===== config.mk =====
export PLATFORM = sky130hd
export DESIGN_NAME = top_manager_queued
export DESIGN_NICKNAME = d
export VERILOG_FILES = /design/src/rtl/top_manager_queued.sv
export SDC_FILE = /design/constraint.sdc
export NUM_CORES = 1
export LEC_CHECK = 0
export ABC_AREA = 1
export CAP_MARGIN = 10
export CORE_MARGIN = 4
export CORE_UTILIZATION = 30
export CTS_CLUSTER_DIAMETER = 120
export DETAILED_ROUTE_END_ITERATION = 8
export PLACE_DENSITY_LB_ADDON = 0.15
export SETUP_SLACK_MARGIN = 0.4
export SKIP_LAST_GASP = 1
export SYNTH_ARGS = -nofsm -noshare
export SYNTH_HDL_FRONTEND = slang
export SYNTH_HIERARCHICAL = 1
export SYNTH_SLANG_ARGS = --single-unit

===== constraint.sdc =====
create_clock -name clk -period 6.75 [get_ports clk]
set_clock_uncertainty 0.05 [all_clocks]
set_input_delay 0.675 -clock clk [delete_from_list [all_inputs] [get_ports clk]]
set_output_delay 0.675 -clock clk [all_outputs]
set_load 0.02 [all_outputs]

===== src/rtl/top_manager_queued.sv =====
// Queues incoming tops, stalls bot input, drains the pipeline, then installs the next top with a one-cycle override pulse.
// Best case 4 cycles from push to pulse; topInReady drops when the queue is full, and the pulse waits for iready.

module top_manager_queued_fifo #(
    parameter int WIDTH = 128,
    parameter int DEPTH = 4
) (
    input  logic                     clk,
    input  logic                     rst,
    input  logic                     i_push_vld,
    input  logic [WIDTH-1:0]         i_push_dat,
    output logic                     o_push_rdy,
    input  logic                     i_pop,
    output logic [WIDTH-1:0]         o_head_dat,
    output logic [$clog2(DEPTH):0]   o_count
);
    localparam int AW = $clog2(DEPTH);
    localparam logic [AW:0] FULL_CNT = (AW+1)'(DEPTH);

    logic [WIDTH-1:0] r_mem [DEPTH];
    logic [AW-1:0]    r_wr_ptr;
    logic [AW-1:0]    r_rd_ptr;
    logic [AW:0]      r_count;
    logic             w_push;
    logic             w_pop;

    assign o_push_rdy = (r_count != FULL_CNT);
    assign w_push     = i_push_vld & o_push_rdy;
    assign w_pop      = i_pop & (r_count != '0);
    assign o_head_dat = r_mem[r_rd_ptr];
    assign o_count    = r_count;

    // Storage carries no reset; only the pointers define validity.
    always_ff @(posedge clk) begin
        if (w_push) begin
            r_mem[r_wr_ptr] <= i_push_dat;
        end
    end

    always_ff @(posedge clk) begin
        if (rst) begin
            r_wr_ptr <= '0;
            r_rd_ptr <= '0;
            r_count  <= '0;
        end else begin
            if (w_push) r_wr_ptr <= r_wr_ptr + 1'b1;
            if (w_pop)  r_rd_ptr <= r_rd_ptr + 1'b1;
            r_count <= r_count + (AW+1)'(w_push) - (AW+1)'(w_pop);
        end
    end
endmodule

module top_manager_queued #(
    parameter int TOP_WIDTH   = 128,
    parameter int COUNT_WIDTH = 32,
    parameter int QUEUE_DEPTH = 4,
    parameter int INDEX_WIDTH = 16
) (
    input  logic                           clk,
    input  logic                           rst,
    input  logic [TOP_WIDTH-1:0]           topIn,
    input  logic                           topInValid,
    output logic                           topInReady,
    output logic [TOP_WIDTH-1:0]           topOut,
    output logic [INDEX_WIDTH-1:0]         topIndex,
    output logic [$clog2(QUEUE_DEPTH):0]   topsPending,
    input  logic                           botWentIn,
    output logic                           stallInput,
    input  logic                           botWentOut,
    input  logic                           iready,
    output logic                           ovalidOverride,
    output logic                           overflowError,
    output logic                           underflowError
);
    typedef enum logic [2:0] {
        ST_IDLE,
        ST_DRAIN,
        ST_WAIT_READY,
        ST_LOAD,
        ST_SETTLE
    } state_t;

    state_t                 r_state;
    logic                   r_settle_cnt;
    logic                   r_ovalid;
    logic [TOP_WIDTH-1:0]   r_top_out;
    logic [INDEX_WIDTH-1:0] r_top_index;
    logic [COUNT_WIDTH-1:0] r_in_cnt;
    logic [COUNT_WIDTH-1:0] r_out_cnt;
    logic                   r_pipe_empty;
    logic                   r_overflow;
    logic                   r_underflow;
    logic                   w_load;
    logic [TOP_WIDTH-1:0]   w_head;
    logic                   w_push_rdy;
    logic [$clog2(QUEUE_DEPTH):0] w_count;

    top_manager_queued_fifo #(
        .WIDTH (TOP_WIDTH),
        .DEPTH (QUEUE_DEPTH)
    ) u_fifo (
        .clk        (clk),
        .rst        (rst),
        .i_push_vld (topInValid),
        .i_push_dat (topIn),
        .o_push_rdy (w_push_rdy),
        .i_pop      (w_load),
        .o_head_dat (w_head),
        .o_count    (w_count)
    );

    assign w_load         = (r_state == ST_LOAD);
    assign topInReady     = w_push_rdy;
    assign topsPending    = w_count;
    assign topOut         = r_top_out;
    assign topIndex       = r_top_index;
    assign ovalidOverride = r_ovalid;
    assign overflowError  = r_overflow;
    assign underflowError = r_underflow;
    assign stallInput     = (w_count != '0) | (r_state != ST_IDLE);

    // Pulse register is raised on entry to LOAD so it mirrors the state exactly.
    always_ff @(posedge clk) begin
        if (rst) begin
            r_state      <= ST_IDLE;
            r_settle_cnt <= 1'b0;
            r_ovalid     <= 1'b0;
            r_top_out    <= '0;
            r_top_index  <= '0;
        end else begin
            r_ovalid <= 1'b0;
            case (r_state)
                ST_IDLE: begin
                    if (w_count != '0) r_state <= ST_DRAIN;
                end
                ST_DRAIN: begin
                    if (r_pipe_empty) r_state <= ST_WAIT_READY;
                end
                ST_WAIT_READY: begin
                    if (iready) begin
                        r_state  <= ST_LOAD;
                        r_ovalid <= 1'b1;
                    end
                end
                ST_LOAD: begin
                    r_top_out    <= w_head;
                    r_top_index  <= r_top_index + INDEX_WIDTH'(1);
                    r_settle_cnt <= 1'b0;
                    r_state      <= ST_SETTLE;
                end
                ST_SETTLE: begin
                    if (r_settle_cnt) r_state <= ST_IDLE;
                    else              r_settle_cnt <= 1'b1;
                end
                default: r_state <= ST_IDLE;
            endcase
        end
    end

    // The LOAD clear wins over any same-cycle bot event.
    always_ff @(posedge clk) begin
        if (rst) begin
            r_in_cnt     <= '0;
            r_out_cnt    <= '0;
            r_pipe_empty <= 1'b1;
            r_overflow   <= 1'b0;
            r_underflow  <= 1'b0;
        end else begin
            if (w_load) begin
                r_in_cnt  <= '0;
                r_out_cnt <= '0;
            end else begin
                if (botWentIn)  r_in_cnt  <= r_in_cnt + COUNT_WIDTH'(1);
                if (botWentOut) r_out_cnt <= r_out_cnt + COUNT_WIDTH'(1);
            end
            r_pipe_empty <= (r_in_cnt == r_out_cnt);
            if (topInValid && !w_push_rdy) r_overflow <= 1'b1;
            if ((r_in_cnt == r_out_cnt) && botWentOut && !botWentIn) r_underflow <= 1'b1;
        end
    end
endmodule

==> results of run 1 <==
-- synth_stat cells, drive strengths merged --
cell and n:
nor3b 2, nand3b 2, inv 119, o22ai 128, or2 4, o21a 3
nor3 36, xnor2 26, edfxtp 512, a31oi 2, dfxtp 225, buf 76
nand4 23, nand3 46, a21boi 2, a21oi 57, nor4 4, and3 1
fa 1, o21ai 415, ha 9, or3 1, xor2 13, nand2 189
clkbuf 62, nor2 639
-- final timing paths --
check,startpoint,end,slack (ns),depth (start not counted)
worst max-delay path,flip-flop,topOut[112],3.91,6
worst min-delay path,underflowError,underflowError,0.40,2
worst max register to register,flip-flop,topOut[112],3.91,6
worst min register to register,underflowError,underflowError,0.40,2
-- power by group --
group	internal (W)	switching (W)	total [W]	leakage (nW)
sequential	0.00527	0.000156	0.00543	6.51
clock	0.00278	0.00190	0.00468	1.41
combinational	0.000462	0.000826	0.00129	4.09
total	0.00851	0.00288	0.0114	12.0
-- cell type report --
class / instances / area, um^2
flip-flops and latches: 737 / 19900
well taps: 1265 / 1580
diodes: 14 / 35.0
multi-input cells: 1603 / 7980
inverters: 119 / 462
repair buffers: 307 / 3060
clock inverters: 41 / 474
fillers: 9418 / 59700
clock buffers: 121 / 2400
-- layer usage --
metal / up-vias / global-route usage (%) / share of wire [%]
li1: 9636 / - / -
met1: 9821 / 20.5 / 44
met2: 418 / 26.7 / 47
met3: 152 / 4.75 / 6.5
met4: 12 / 5.09 / 2.6
met5: - / 0 / 0.094
-- flip-flops by register name (all words and copies together) (netlist names), named ones only --
register and count:
u_fifo/r_mem 512, topOut 128, r_in_cnt 32, r_out_cnt 32, topIndex 16, r_state 3
u_fifo/o_count 3, u_fifo/r_rd_ptr 2, u_fifo/r_wr_ptr 2, ovalidOverride 1, overflowError 1, r_pipe_empty 1
r_settle_cnt 1, underflowError 1
-- through the flow --
stage / hold WS [ns] / instance area [um^2]
after floorplan: 0.398 / 29100
after global placement: 0.389 / 33000
after detailed placement: 0.394 / 33000
after CTS: 0.403 / 35800
after global routing: 0.445 / 35900
final: 0.405 / 35900
-- kinds of logic (layout without fill, tap and decap cells) --
kind of cell | after synthesis | after routing | share of synthesized area (%)
adder cells (fa/ha/maj) | 10 | 10 | 0.456
other | 0 | 14 | 0
AO/OA/AOI/OAI | 607 | 607 | 11.9
flip-flops | 737 | 737 | 68.3
buffers and inverters | 257 | 588 | 4.35
AND/OR/NAND/NOR | 947 | 947 | 13.8
XOR/XNOR | 39 | 39 | 1.17
-- critical path, stage by stage, from the launching register on --
cell and delay, ns:
sky130_fd_sc_hd__dfxtp_4 0.45, sky130_fd_sc_hd__inv_8 0.51, sky130_fd_sc_hd__buf_4 0.93, sky130_fd_sc_hd__nor2_1 0.12, sky130_fd_sc_hd__o22ai_2 0.30, sky130_fd_sc_hd__o21ai_0 0.15, sky130_fd_sc_hd__nor2_1 0.13
==> impl_metrics.toml, run 1 <==
[worst_setup_path]
cp_startpoint_kind = "flip-flop"
arrival_ns = 3.37
worst-path-max-fanout = 106
worst_setup_path_end_kind = "flip-flop"
crit_type = "reg -> reg"
critical_path_required_ns = 7.28

[synthesis]
post_synth_instance_area_mm2 = 0.0291
ys_warn_count = 6
synthDominantCellAreaShare_pct = 52.9
synth.net_count = 2741
instance_count_of_the_mapped_netlist = 2597
synth.ff_latch_count = 737
register_area_share_after_synthesis_pct = 68.3
netlist.top_cell.by_area = "sky130_fd_sc_hd__edfxtp_1"
synth_cell_type_count = 43
syn-mean-instance-area_um2 = 11.2
synth.top_cells.by_area = "sky130_fd_sc_hd__edfxtp_1 (53%), sky130_fd_sc_hd__dfxtp_1 (15%), sky130_fd_sc_hd__nor2_1 (7.6%)"

[clocking]
clockBufferDepth = 3
cts-buffers-inserted = 86
cts_root_buffer = "sky130_fd_sc_hd__clkbuf_16"
sinks_on_clock_net = 737
clock_insertion_delay_worst_skew_ns = 0.65
cts_tree = "built"
h-tree-depth = 3
holdBufCountCts = 0
total_setup_buffers_inserted_after_cts = 0
cts_repair_resized_insts = 0
worst_setup_hold_path_clk_slew_ns = 0.06

[pwr]
vdd_drop_max_mv = 0.192
total_power_w = 0.0114
power_density_mw_per_mm2 = 318
power.static_leakage_nw = 12.0

[sta]
clock.fmax_mhz = 352
unrepaired_setup_endpoints_after_global_routing = "false"
final_min_period_over_clock_period_pct = 42.1
slew_headroom_pct = 13.6
period_minus_slack_ns = 2.84
final_tns_setup_ns = 0
finalHoldViolations = 0
finalWorstSetupSlack_ns = 3.91
worst_max_slew_pin_slew_ns = 1.30
finalMaxSlewViolations = 0
setup-violations-final = 0

[finish]
finish.net_count = 2998
utilization_pct = 37.5
stdcell_count = 4207
final_common_cell = "sky130_fd_sc_hd__nor2_1"
mostFrequentLayoutCells = "sky130_fd_sc_hd__nor2_1 (583), sky130_fd_sc_hd__edfxtp_1 (512), sky130_fd_sc_hd__o21ai_0 (292), sky130_fd_sc_hd__clkdlybuf4s50_1 (285), sky130_fd_sc_hd__dfxtp_1 (223)"
drive_gt1_share_pct = 9.60
area_growth_syn_to_layout_pct = 23.3

[die]
chipHeight_um = 319
fp-row-count = 113
die_area_mm2 = 0.102
boundaryPins = 286
die-width_um = 319
initial_core_utilization_pct = 30.4
fp.coreArea_mm2 = 0.0956

[routing]
detail_route.wl_per_cell_um = 20.0
postRouteAntennaNets = 0
detailroute.via_count = 20000
detail_route.wirelength_mm = 84.1
detail_route.iter0.violations = 1422
drt_pass1_iterations = 5
drcViolationCount = 0
viasPerCell = 4.76

[flow_run]
max_cap_viols = 0

[place]
buffer_ports.inserted = 285
detailedPlace.worstSlack_ns = 3.33
detailed_place_hpwl_mm = 48.2
post-place-cells = 4031
place_congestion = 0.813

[global_route]
grt_pass1_wl_mm = 126
grt.total_usage_pct = 16.2
globalRouteOverflowTotal = 0
initial_antenna_violation_count = 23
via_count_of_the_first_global_routing_pass = 20200
grt_start_max_net_pins = 129

[status]
run_status = "finished, final reports clean"

[worst_hold_path]
worst_hold_path_type = "reg -> reg"
Power figures use the tool's default switching activity.
==> inputs of run 2 (changes only) <==
==> constraint.sdc (replaced) <==
create_clock -name clk -period 2.5 [get_ports clk]
set_clock_uncertainty 0.05 [all_clocks]
set_input_delay 0.25 -clock clk [delete_from_list [all_inputs] [get_ports clk]]
set_output_delay 0.25 -clock clk [all_outputs]
set_load 0.02 [all_outputs]
==> impl_metrics.toml, run 2 (synthesis gave the netlist of run 1 again) <==
[pwr]
vdd_drop_max_mv = 0.432
power.static_leakage_nw = 12.3
share_comb_of_total_power_pct = 12.1
power_density_mw_per_mm2 = 840
total_power_w = 0.0306
power_report.internal_total_w = 0.0229
power_frac_clock_pct = 40.0
power_switching_share_pct = 25.2
p_sw_w = 0.00771
sequentialPowerShare_pct = 47.9

[worst_setup_path]
timing.reg2reg.worst_path_depth = 11
worst-path-max-fanout = 2
max_stage_delay_ns = 0.67
arrival_ns = 1.75
cells_along_the_critical_path = "clkdlybuf4s50_1"
cp_startpoint_kind = "flip-flop"
startpoint = "topOut[15]"
worst_reg2reg_endpoint = "u_fifo/o_count[2]"
crit_buf_inv = 1
cpMaxStageDelayCell = "sky130_fd_sc_hd__clkdlybuf4s50_1"
critPathCapture = "topOut[15]"
total_stage_count_of_the_critical_path = 1
critical_path_required_ns = 2.20
reg2reg_slack_ns = 0.51
reg2reg_from = "r_state[2]"
worst_path_dominant_cell_family = "buffers and inverters"
worst_setup_path_end_kind = "output pin"
crit_type = "reg -> out"

[clocking]
worst_setup_hold_path_clk_slew_ns = 0.06
clockBufferDepth = 3
cts-buffers-inserted = 85
h-tree-depth = 3
clock_insertion_delay_worst_skew_ns = 0.65
cts_root_buffer = "sky130_fd_sc_hd__clkbuf_16"
holdBufCountCts = 0
sinks_on_clock_net = 737
cts_tree = "built"

[sta]
finalMaxSlewViolations = 0
setup-violations-final = 0
final_min_period_over_clock_period_pct = 81.9
unrepaired_setup_endpoints_after_global_routing = "false"
finalHoldViolations = 0
slew_headroom_pct = 47.7
final_tns_setup_ns = 0
period_minus_slack_ns = 2.05
clock.fmax_mhz = 488
finalHoldWorstSlack_ns = 0.168
worst_max_slew_pin_slew_ns = 0.784

[routing]
drt_pass1_iterations = 5
detailroute.via_count = 20000
detail_route.wirelength_mm = 83.5
viasPerCell = 4.73
drcViolationCount = 0
detail_route.iter0.violations = 1129
postRouteAntennaNets = 0
detail_route.wl_per_cell_um = 19.7

[finish]
largest_reg_flops = 512
n_fill_cell = 9309
area_growth_syn_to_layout_pct = 25.2
finish.net_count = 3027
largest_reg_by_ff_count = "u_fifo/r_mem"
drive_gt1_share_pct = 10.9
mostFrequentLayoutCells = "sky130_fd_sc_hd__nor2_1 (581), sky130_fd_sc_hd__edfxtp_1 (512), sky130_fd_sc_hd__o21ai_0 (291), sky130_fd_sc_hd__clkdlybuf4s50_1 (272), sky130_fd_sc_hd__dfxtp_1 (218)"
final_common_cell = "sky130_fd_sc_hd__nor2_1"

[worst_hold_path]
worst_hold_path_type = "in -> reg"

[die]
fp-row-count = 113
fp.coreArea_mm2 = 0.0956
die_area_mm2 = 0.102
die-width_um = 319
boundaryPins = 286
chipHeight_um = 319
initial_core_utilization_pct = 30.4

[global_route]
grt_start_max_net_pins = 137
via_count_of_the_first_global_routing_pass = 20400
globalRouteOverflowTotal = 0
grt.total_usage_pct = 15.9
initial_antenna_violation_count = 24
grt_pass1_wl_mm = 125

[place]
detailed_place_hpwl_mm = 51.9
buffer_ports.inserted = 285
place_congestion = 0.858

[status]
run_status = "finished, final reports clean"

[flow_run]
max_cap_viols = 0
==> run 2: cell types whose count changed in the layout (fill, tap and decap cells not counted), moves of 3 or more <==
cell,delta
sky130_fd_sc_hd__buf_12,+29
sky130_fd_sc_hd__dfxtp_1,-5
sky130_fd_sc_hd__clkinv_1,-8
sky130_fd_sc_hd__bufinv_16,-5
sky130_fd_sc_hd__clkbuf_1,+4
sky130_fd_sc_hd__dlygate4sd2_1,+10
sky130_fd_sc_hd__clkinv_8,+3
sky130_fd_sc_hd__dfxtp_2,+3
sky130_fd_sc_hd__clkbuf_16,+3
sky130_fd_sc_hd__clkbuf_8,+3
sky130_fd_sc_hd__clkdlybuf4s50_1,-13
==> run 2: metal layers <==
| layer | wire, um | track usage (%) |
|---|---|---|
| met2 | 40300 | 27.1 |
| met5 | 156 | 0 |
| met4 | 1180 | 4.12 |
| met3 | 5050 | 4.13 |
| met1 | 36800 | 20.2 |
==> run 2: power by group through the flow <==
stage / clock network, W / registers [W] / logic (W)
4_1_cts: 0.0126 / 0.0146 / 0.00380
2_1_floorplan: 0 / 0.0151 / 0.00171
3_3_place_gp: 0 / 0.0149 / 0.00377
5_1_grt: 0.0131 / 0.0147 / 0.00407
3_5_place_dp: 0 / 0.0149 / 0.00380
6_report: 0.0122 / 0.0146 / 0.00370
==> run 2: repair_timing <==
item,4_1_cts,5_1_grt
endpoints found under the setup margin,12,5
gates resized for setup,12,7
pin swaps,0,1
cloned,0,0
buffers inserted,0,2
==> run 2: stage by stage <==
stage                     util, %  setup WS, ns  cells  instance area, um^2
final                        38.1         0.453   4232                36400
after global placement       35.1         0.165   4059                33600
after CTS                    38.0         0.296   4218                36400
after floorplan                 -        -0.569   2597                29200
after detailed placement     35.1         0.252   4059                33600
after global routing         38.1         0.400   4221                36400
==> run 2: final cells by class <==
| type | count | area (um^2) | share of cell area (%) |
|---|---|---|---|
| flip-flops and latches | 737 | 19900 | 54.6 |
| multi-input cells | 1603 | 8010 | 22.0 |
| repair buffers | 337 | 3630 | 9.97 |
| clock buffers | 131 | 2530 | 6.96 |
| well taps | 1265 | 1580 | 4.35 |
| inverters | 119 | 464 | 1.27 |
| clock inverters | 28 | 259 | 0.711 |
| diodes | 12 | 30.0 | 0.0825 |
==> run 2: worst min path at each step <==
| stage | end | slack [ns] | start | cells past startpoint |
|---|---|---|---|---|
| 5_1_grt | u_fifo/r_mem[0][46] | 0.16 | topIn[46] | 1 |
| 3_5_place_dp | flip-flop | 0.41 | u_fifo/r_rd_ptr[0] | 2 |
| 4_1_cts | ovalidOverride | 0.12 | iready | 3 |
| 2_1_floorplan | u_fifo/o_count[1] | 0.26 | rst | 1 |
| 6_report | ovalidOverride | 0.17 | iready | 3 |
| 3_3_place_gp | u_fifo/r_rd_ptr[0] | 0.41 | u_fifo/r_rd_ptr[0] | 2 |
==> inputs of run 3 (changes only) <==
==> constraint.sdc (replaced) <==
create_clock -name clk -period 1.98 [get_ports clk]
set_clock_uncertainty 0.05 [all_clocks]
set_input_delay 0.198 -clock clk [delete_from_list [all_inputs] [get_ports clk]]
set_output_delay 0.198 -clock clk [all_outputs]
set_load 0.02 [all_outputs]
==> impl_metrics.toml, run 3 (synthesis gave the netlist of run 1 again) <==
[pwr]
p_sw_w = 0.0107
power_report.internal_total_w = 0.0307
share_comb_of_total_power_pct = 16.9
power_frac_clock_pct = 38.3
power_density_mw_per_mm2 = 997
vdd_drop_max_mv = 0.602
power_switching_share_pct = 25.9
power.static_leakage_nw = 14.8
sequentialPowerShare_pct = 44.8

[worst_setup_path]
critical_path_required_ns = 2.43
worst_reg2reg_endpoint = "u_fifo/o_count[1]"
critical-path-top-cell-by-count = "sky130_fd_sc_hd__ha_4"
timing.reg2reg.worst_path_depth = 9
worst_setup_path_end_kind = "flip-flop"
worst-path-max-fanout = 2
crit_type = "reg -> reg"
reg2reg_slack_ns = 0.11
crit_buf_inv = 3
cpMaxStageDelayCell = "sky130_fd_sc_hd__fa_2"
reg2reg_from = "r_state[1]"
max_stage_delay_ns = 0.51
arrival_ns = 2.33
worst_path_dominant_cell_family = "adder cells"
cp_startpoint_kind = "flip-flop"
cells_along_the_critical_path = "nand3_4 -> clkinv_4 -> a21boi_4 -> ha_4 -> inv_4 -> ha_4 -> inv_2 -> fa_2 -> nor2_1"

[clocking]
sinks_on_clock_net = 737
cts_tree = "built"
cts-buffers-inserted = 86
clockBufferDepth = 3
worst_setup_hold_path_clk_slew_ns = 0.07
clock_insertion_delay_worst_skew_ns = 0.66
cts_root_buffer = "sky130_fd_sc_hd__clkbuf_16"
h-tree-depth = 3

[global_route]
grt_pass1_wl_mm = 133
grt.total_usage_pct = 17.1
via_count_of_the_first_global_routing_pass = 21100
initial_antenna_violation_count = 19
grt_start_max_net_pins = 76
globalRouteOverflowTotal = 0

[worst_hold_path]
worst_hold_path_type = "in -> reg"
holdPathStages = 1
hold-path-endpoint = "u_fifo/r_mem[1][80]"
worst_hold_startpoint = "topIn[80]"

[sta]
setup-violations-final = 0
final_tns_setup_ns = 0
final_min_period_over_clock_period_pct = 94.6
slew_headroom_pct = 64.4
finalMaxSlewViolations = 0
worst_max_slew_pin_slew_ns = 0.534
period_minus_slack_ns = 1.87
unrepaired_setup_endpoints_after_global_routing = "true"
finalHoldViolations = 0
clock.fmax_mhz = 534

[routing]
detail_route.wl_per_cell_um = 21.8
drcViolationCount = 0
wl_met2_mm = 46.2
detail_route.iter0.violations = 1652
top_layer_used = "met5"
wl_met3_mm = 5.94
wirelength_met1_mm = 42.7
drt_pass1_iterations = 5
postRouteAntennaNets = 0
detailroute.via_count = 21700
detail_route.wirelength_mm = 97.3
viasPerCell = 4.85

[die]
fp.coreArea_mm2 = 0.0956
die_area_mm2 = 0.102
fp-row-count = 113
chipHeight_um = 319
boundaryPins = 286
die-width_um = 319
initial_core_utilization_pct = 30.4

[finish]
largest_reg_by_ff_count = "u_fifo/r_mem"
finish.net_count = 3264
area_growth_syn_to_layout_pct = 42.9
n_fill_cell = 8824
largest_reg_flops = 512
drive_gt1_share_pct = 30.3
mostFrequentLayoutCells = "sky130_fd_sc_hd__nor2_1 (535), sky130_fd_sc_hd__edfxtp_1 (512), sky130_fd_sc_hd__o21ai_1 (187), sky130_fd_sc_hd__nand2_1 (178), sky130_fd_sc_hd__o21ai_0 (149)"
final_common_cell = "sky130_fd_sc_hd__nor2_1"
utilization_pct = 43.5

[flow_run]
max_cap_viols = 0

[status]
run_status = "finished, final reports clean"

[place]
place_congestion = 0.828
buffer_ports.inserted = 285
detailed_place_hpwl_mm = 55.7
## run 3: repair_timing
action                     4_1_cts  5_1_grt
pin swaps                       23      116
setup endpoints to repair      499      674
hold buffers                     0        0
gates cloned                    19       63
setup buffers                   32       49
gates resized for setup        691      505
## run 3: worst max path at each step
stage | start | to | cells after the start
6_report | r_state[1] | u_fifo/o_count[1] | 9
4_1_cts | u_fifo/o_count[2] | stallInput | 4
3_5_place_dp | topInValid | u_fifo/o_count[2] | 9
3_3_place_gp | topInValid | u_fifo/o_count[2] | 9
5_1_grt | u_fifo/o_count[2] | stallInput | 4
2_1_floorplan | u_fifo/o_count[1] | u_fifo/r_mem[0][0] | 4
## run 3: per-layer routing
metal,vias up,global-route usage [%]
li1,10200,-
met4,12,4.91
met5,-,0
met2,569,28.0
met1,10700,22.3
met3,157,4.52
## run 3: layout make-up
| type | count | area [um^2] | area share [%] |
|---|---|---|---|
| Antenna cell | 11 | 27.5 | 0.0662 |
| Clock buffer | 125 | 2410 | 5.79 |
| Clock inverter | 36 | 448 | 1.08 |
| Inverter | 119 | 498 | 1.20 |
| Multi-Input combinational cell | 1603 | 9080 | 21.8 |
| Sequential cell | 737 | 20000 | 48.1 |
| Tap cell | 1265 | 1580 | 3.81 |
| Timing Repair Buffer | 568 | 7450 | 17.9 |
| Timing Repair inverter | 5 | 63.8 | 0.153 |
## run 3: power by group through the flow
stage	logic (W)	registers, W	clock network [W]
after floorplan	0.00216	0.0191	0
after global placement	0.00512	0.0188	0
after detailed placement	0.00517	0.0188	0
after CTS	0.00563	0.0185	0.0163
after global routing	0.00748	0.0186	0.0170
final	0.00700	0.0185	0.0159
## run 3: metrics by stage
step	power (W)	instance area (um^2)	cells	worst slack [ns]	hold slack [ns]
floorplan	0.0213	29200	2597	-1.09	0.205
global placement	0.0239	34300	4134	-0.319	0.398
detailed placement	0.0240	34300	4134	-0.183	0.400
CTS	0.0405	38200	4346	0.0814	0.0715
global route	0.0431	41600	4460	0.0472	0.0941
finish	0.0414	41600	4469	0.107	0.127
